===== src/rtl/cha_map_pkg.sv =====
// rtl/cha_map_pkg.sv - shared state type, table entry type, default entry and per-build game table
package cha_map_pkg;

  localparam int DEF_BANK_W = 7;
  localparam int DEF_IX_W   = 11;

  typedef enum logic [1:0] {HOLD, SETTLE, LOOKUP, RUN} state_t;

  typedef struct packed {
    logic [DEF_BANK_W-2:0] mask;
    logic [DEF_IX_W-1:0]   ix;
  } ix_entry_t;

  localparam ix_entry_t DEFAULT_ENTRY = {{(DEF_BANK_W-1){1'b1}}, {DEF_IX_W{1'b0}}};

  function automatic int clog2(input int v);
    int r;
    r = 0;
    for (int i = 0; i < 31; i++) begin
      if ((1 << i) < v) r = i + 1;
    end
    return r;
  endfunction

  // Per-build game table; any game not listed falls back to DEFAULT_ENTRY.
  function automatic ix_entry_t game_entry(input int unsigned gsel);
    ix_entry_t e;
    e = DEFAULT_ENTRY;
    case (gsel)
      3:       e = {6'b000111, 11'd40};
      4:       e = {6'b111111, 11'h600};
      6:       e = {6'b111111, 11'd2047};
      default: e = DEFAULT_ENTRY;
    endcase
    return e;
  endfunction

endpackage


===== src/rtl/cha_ix_rom.sv =====
// rtl/cha_ix_rom.sv - synchronous-read MASK/IX table indexed by game select, one cycle latency
module cha_ix_rom
  import cha_map_pkg::*;
#(
  parameter int GSEL_W = 8,
  parameter int BANK_W = 7,
  parameter int IX_W   = 11
) (
  input  logic              clk,
  input  logic              reset,
  input  logic [GSEL_W-1:0] gsel,
  output logic [BANK_W-2:0] mask,
  output logic [IX_W-1:0]   ix
);

  ix_entry_t entry;

  always_comb begin
    entry = game_entry(32'(gsel));
  end

  // Default entries keep an all-ones mask whatever the build's bank width.
  always_ff @(posedge clk) begin
    if (reset) begin
      mask <= '1;
      ix   <= '0;
    end else begin
      mask <= (entry == DEFAULT_ENTRY) ? '1 : (BANK_W-1)'(entry.mask);
      ix   <= IX_W'(entry.ix);
    end
  end

endmodule


===== src/rtl/cha_map_gen.sv =====
// rtl/cha_map_gen.sv - clocked C-ROM address mapper: strobe sync, bank latch, game lookup FSM, chip enables
module cha_map_gen
  import cha_map_pkg::*;
#(
  parameter int GSEL_W     = 8,
  parameter int BANK_W     = 7,
  parameter int IX_W       = 11,
  parameter int NUM_CHIPS  = 2,
  parameter int SETTLE_CYC = 16
) (
  input  logic                                CLK_12M,
  input  logic                                RESET,
  input  logic                                PCK1B,
  input  logic [BANK_W-1:0]                   PBUS_BANK,
  input  logic [GSEL_W-1:0]                   GSEL,
  output logic [IX_W-clog2(NUM_CHIPS)-1:0]    C_ADDR,
  output logic [2*NUM_CHIPS-1:0]              C_nOE,
  output logic                                READY,
  output logic                                MAP_OVF
);

  localparam int CS_W  = clog2(NUM_CHIPS);
  localparam int NOE_W = 2 * NUM_CHIPS;
  localparam int CNT_W = clog2(SETTLE_CYC + 1);
  localparam logic [CNT_W-1:0] CNT_LOAD = CNT_W'(SETTLE_CYC - 1);

  logic              sync1, sync2, sync3;
  logic              strb;
  logic [BANK_W-1:0] bank_d1, bank_d2, bank_latch;

  state_t            state;
  logic [CNT_W-1:0]  cnt;
  logic [GSEL_W-1:0] gsel_q;
  logic [BANK_W-2:0] mask_q, rom_mask;
  logic [IX_W-1:0]   ix_q, rom_ix;

  logic [IX_W:0]     sum_full;
  logic [IX_W:0]     map_all;
  logic [CS_W:0]     oe_idx;
  logic [NOE_W-1:0]  noe_onehot;

  cha_ix_rom #(
    .GSEL_W (GSEL_W),
    .BANK_W (BANK_W),
    .IX_W   (IX_W)
  ) u_rom (
    .clk   (CLK_12M),
    .reset (RESET),
    .gsel  (GSEL),
    .mask  (rom_mask),
    .ix    (rom_ix)
  );

  assign strb = sync2 & ~sync3;

  // Bank bits ride two flops alongside the strobe synchroniser so they line up with strb.
  always_ff @(posedge CLK_12M) begin
    if (RESET) begin
      sync1      <= 1'b0;
      sync2      <= 1'b0;
      sync3      <= 1'b0;
      bank_d1    <= '0;
      bank_d2    <= '0;
      bank_latch <= '0;
    end else begin
      sync1   <= PCK1B;
      sync2   <= sync1;
      sync3   <= sync2;
      bank_d1 <= PBUS_BANK;
      bank_d2 <= bank_d1;
      if (strb) bank_latch <= bank_d2;
    end
  end

  assign sum_full   = {1'b0, ix_q} + (IX_W+1)'(bank_latch[BANK_W-1:1] & mask_q);
  assign map_all    = {sum_full[IX_W-1:0], bank_latch[0]};
  assign oe_idx     = map_all[IX_W -: CS_W+1];
  assign noe_onehot = NOE_W'(1) << oe_idx;

  always_ff @(posedge CLK_12M) begin
    if (RESET) begin
      state   <= HOLD;
      cnt     <= '0;
      gsel_q  <= '0;
      mask_q  <= '1;
      ix_q    <= '0;
      C_ADDR  <= '0;
      C_nOE   <= '1;
      READY   <= 1'b0;
      MAP_OVF <= 1'b0;
    end else begin
      gsel_q <= GSEL;

      if (state == RUN) begin
        C_ADDR <= map_all[IX_W-CS_W-1:0];
        C_nOE  <= ~noe_onehot;
        if (sum_full[IX_W]) MAP_OVF <= 1'b1;
      end else begin
        C_nOE <= '1;
      end

      case (state)
        HOLD: begin
          READY <= 1'b0;
          if (GSEL != '0) begin
            state <= SETTLE;
            cnt   <= CNT_LOAD;
          end
        end
        SETTLE: begin
          if (GSEL == '0)          state <= HOLD;
          else if (GSEL != gsel_q) cnt   <= CNT_LOAD;
          else if (cnt == '0)      state <= LOOKUP;
          else                     cnt   <= cnt - 1'b1;
        end
        LOOKUP: begin
          mask_q  <= rom_mask;
          ix_q    <= rom_ix;
          MAP_OVF <= 1'b0;
          READY   <= 1'b1;
          state   <= RUN;
        end
        RUN: begin
          if (GSEL == '0) begin
            state <= HOLD;
            READY <= 1'b0;
          end else if (GSEL != gsel_q) begin
            state <= SETTLE;
            cnt   <= CNT_LOAD;
            READY <= 1'b0;
          end
        end
        default: state <= HOLD;
      endcase
    end
  end

endmodule

===== config.mk =====
export PLATFORM = sky130hd
export DESIGN_NAME = cha_map_gen
export DESIGN_NICKNAME = d
export VERILOG_FILES = /design/src/rtl/cha_map_pkg.sv /design/src/rtl/cha_ix_rom.sv /design/src/rtl/cha_map_gen.sv
export SDC_FILE = /design/constraint.sdc
export NUM_CORES = 1
export LEC_CHECK = 0
export BUFFER_PORTS_ARGS = -buffer_cell sky130_fd_sc_hd__clkbuf_2
export CAP_MARGIN = 25
export CELL_PAD_IN_SITES_DETAIL_PLACEMENT = 1
export CELL_PAD_IN_SITES_GLOBAL_PLACEMENT = 2
export CORE_MARGIN = 3
export CORE_UTILIZATION = 39
export CTS_CLUSTER_SIZE = 40
export DETAILED_ROUTE_END_ITERATION = 7
export PLACE_DENSITY = 0.93
export SLEW_MARGIN = 0
export SYNTH_ARGS = -nofsm -noshare
export SYNTH_HDL_FRONTEND = slang
export SYNTH_HIERARCHICAL = 1
export SYNTH_SLANG_ARGS = --single-unit

===== constraint.sdc =====
create_clock -name CLK_12M -period 6.6 [get_ports CLK_12M]
set_input_delay 1.32 -clock CLK_12M [delete_from_list [all_inputs] [get_ports CLK_12M]]
set_output_delay 1.32 -clock CLK_12M [all_outputs]
set_load 0.01 [all_outputs]

==> results.md <==
* CTS Buffer Depth at 2
* Vias in the first global route at 2340
* Cell Area, Synth at 3210 um^2
* CP endpoint kind: flop
* CP arrival at 2.82 ns
* Clk_lat worst skew at 0.35 ns
* Cell variety after synth at 56
* Hold Crit Class: flop to flop
* Critical Path End: u_rom/mask[4]
* Die height at 96.7 um
* CTS tree: yes
* Tmin final at 2.60 ns
* Setup-failing EPs final at 0
* Mean Syn Cell Area at 9.19 um^2
* Max Cap Viol at 0
* Worst Tran Pin Value at 0.783 ns
* Crit path launch type: input pin
* Synthesis-to-layout area growth at 11.4%
* Via/cell ratio at 5.07
* Seq/Total Area, Yosys at 47.4%
* Slew HR at 47.7%
* CTS Hold Bufs at 0
* Multi-input gate area at 1510 um^2
* CTS sink cnt at 76
* Initial DRT Pass Iterations at 4
* Final hold viol count at 0
* Area leader, netlist: dfxtp_1
* Remaining DRCs at 0
* Synth area leaders: dfxtp_1 47%, nand2_1 5.6%, nor2b_1 5.3%, a21oi_1 3.9%, ha_1 3.1%
* All-Layer GR Usage at 14.2%
* FILL cells at 940
* Port Buffers at 33
* Setup_tns at 0 ns
* Clock transition at the registers of the reported paths at 0.09 ns
* Synth Instances at 349
* Most common cell after layout, fill and taps aside: dfxtp_1
* VDD IR max at 0.123 mV
* Met1 wire length at 3120 um
* Crit share post-route at 39.4%
* Reg-to-Reg Start: bank_latch[1]
* Routability Congestion at 0.762
* FF+latch count, synth at 76
* Initial antenna violation count at 0
* FFs w/ async S/R, synth at 0%
* Die area at 9350 um^2
* # rows at 32
* Most frequent cells in the layout: 76 x dfxtp_1, 48 x nand2_1, 33 x clkbuf_2, 27 x nor2b_1, 25 x a21oi_1
* Wire length on met3 at 227 um
* Ports at 34
* Total grt overflow at 0
* WS Path Type: input pin to flop
* Routed length per instance at 13.4 um
* First-pass GRT wire length at 11100 um
* Max layer used: met4
* Main synth FF type: dfxtp_1
* CP required at 6.81 ns
* Yosys top cell area share at 47.4%
* Cell Pwr Density at 248 nW/um^2
* Layout cells sized above 1 at 16.0%
* Nets@finish at 396
* Post_cts resized at 0
* Outcome: complete, no violations
* Worst-case reg-to-reg path depth at 8
* CTS root buffer: clkbuf_8
* Slew Limit Fails at 0
* Post-synth EDFFs at 0
* Met2 WL at 2910 um
* Clk_skew at 0.0102 ns
* Register area at 1520 um^2
* Detailed-route via count at 2414
* Reg-to-Reg End: C_nOE[3]
* CTS H-Tree Depth at 3
* Critical path startpoint: RESET
* Post-layout power at 887 uW
* Leak at 0.00142 uW
* Core area at 7850 um^2
* Detail Route Antenna Nets at 0
* Reg2reg setup slack at 4.01 ns
* CTS Buf Count at 9
* Final HPWL from detailed placement at 4330 um
* Largest net degree at the start of global routing at 81
* Fin util at 45.6%
* Fmax at 384 MHz
* Die width at 96.7 um
* RSZ-0062 raised after global routing: false
* Yosys synthesis warning count at 6
* Total wire length at 6390 um
* Ant diodes at 0
* Initial core utilization at 40.9%
* Worst-path fanout max at 80
* DRT iter0 DRCs at 50
* Postcts setup bufs at 0
[per-layer routing]
| metal | global-route usage (%) | up-vias |
|---|---|---|
| met3 | 3.03 | 10 |
| met1 | 18.0 | 1137 |
| met2 | 23.3 | 37 |
| met5 | 0 | - |
| li1 | - | 1230 |
| met4 | 5.83 | 0 |
[through the flow]
step | setup slack (ns) | instance area, um^2 | instances | hold WS [ns]
after CTS | 4.00 | 3570 | 476 | 0.451
after floorplan | 4.11 | 3220 | 351 | 0.414
after detailed placement | 3.65 | 3370 | 460 | 0.429
after global placement | 3.67 | 3370 | 460 | 0.417
after global routing | 3.86 | 3570 | 476 | 0.464
final | 4.00 | 3570 | 476 | 0.442
[cell usage after synthesis, drive strengths merged, types with 4 or more instances]
cell type  number
xnor2          10
clkbuf         14
nor4            5
ha              8
a211o           4
nor3            7
a21o            4
nor2           21
dfxtp          76
a21oi          25
and2            8
buf            14
inv             6
o21ai           4
mux2i           7
or4b            4
nand3b          8
nor2b          27
a211oi          6
nand2          48
[worst max-delay path: stages]
cell      delay, ns
clkbuf_2       0.08
buf_4          0.33
or3b_2         0.58
or4b_1         0.47
[logic make-up (layout without fill, tap and decap cells)]
logic type,count (synthesis),after routing,synth area share [%]
multiplexers,7,7,2.18
AND/OR/NAND/NOR,146,146,24.1
other,1,3,0.117
buffers and inverters,35,58,5.62
XOR/XNOR,12,12,3.28
AO/OA/AOI/OAI,63,63,13.5
adder cells (fa/ha/maj),9,9,3.74
flip-flops,76,76,47.4
[power by group]
group	total, uW	leakage [uW]	switching, uW	internal [uW]
Clock	367	0.000101	186	181
Sequential	475	0.000620	5.68	469
Combinational	45.7	0.000702	25.0	20.7
Total	887	0.00142	217	671
[how the worst min path moves through the flow]
stage / start / endpoint / slack (ns) / depth (start not counted)
CTS: bank_d1[1] / bank_d2[1] / 0.45 / 1
global route: bank_d1[0] / bank_d2[0] / 0.46 / 1
global placement: bank_d1[2] / bank_d2[2] / 0.42 / 1
detailed placement: bank_d1[3] / bank_d2[3] / 0.43 / 1
finish: bank_d1[1] / bank_d2[1] / 0.44 / 1
floorplan: bank_d1[0] / bank_d2[0] / 0.41 / 1
[final cells by class]
class	instances	share of cell area, %
Sequential cell	76	42.6
Clock buffer	9	3.47
Timing Repair Buffer	35	5.04
Tap cell	102	3.57
Inverter	7	0.735
Multi-Input combinational cell	240	42.4
Clock inverter	7	2.28
[sequential cells by signal, indices dropped and copies added, names as in the netlist, named ones only]
| signal | count |
|---|---|
| bank_d1 | 7 |
| sync1 | 1 |
| C_nOE | 4 |
| mask_q | 6 |
| sync3 | 1 |
| MAP_OVF | 1 |
| C_ADDR | 10 |
| bank_latch | 7 |
| state | 1 |
| gsel_q | 8 |
| u_rom/ix | 3 |
| u_rom/mask | 1 |
| bank_d2 | 7 |
| cnt | 5 |
| ix_q | 11 |
| sync2 | 1 |
| READY | 1 |
(Power assumes the default switching activity.)
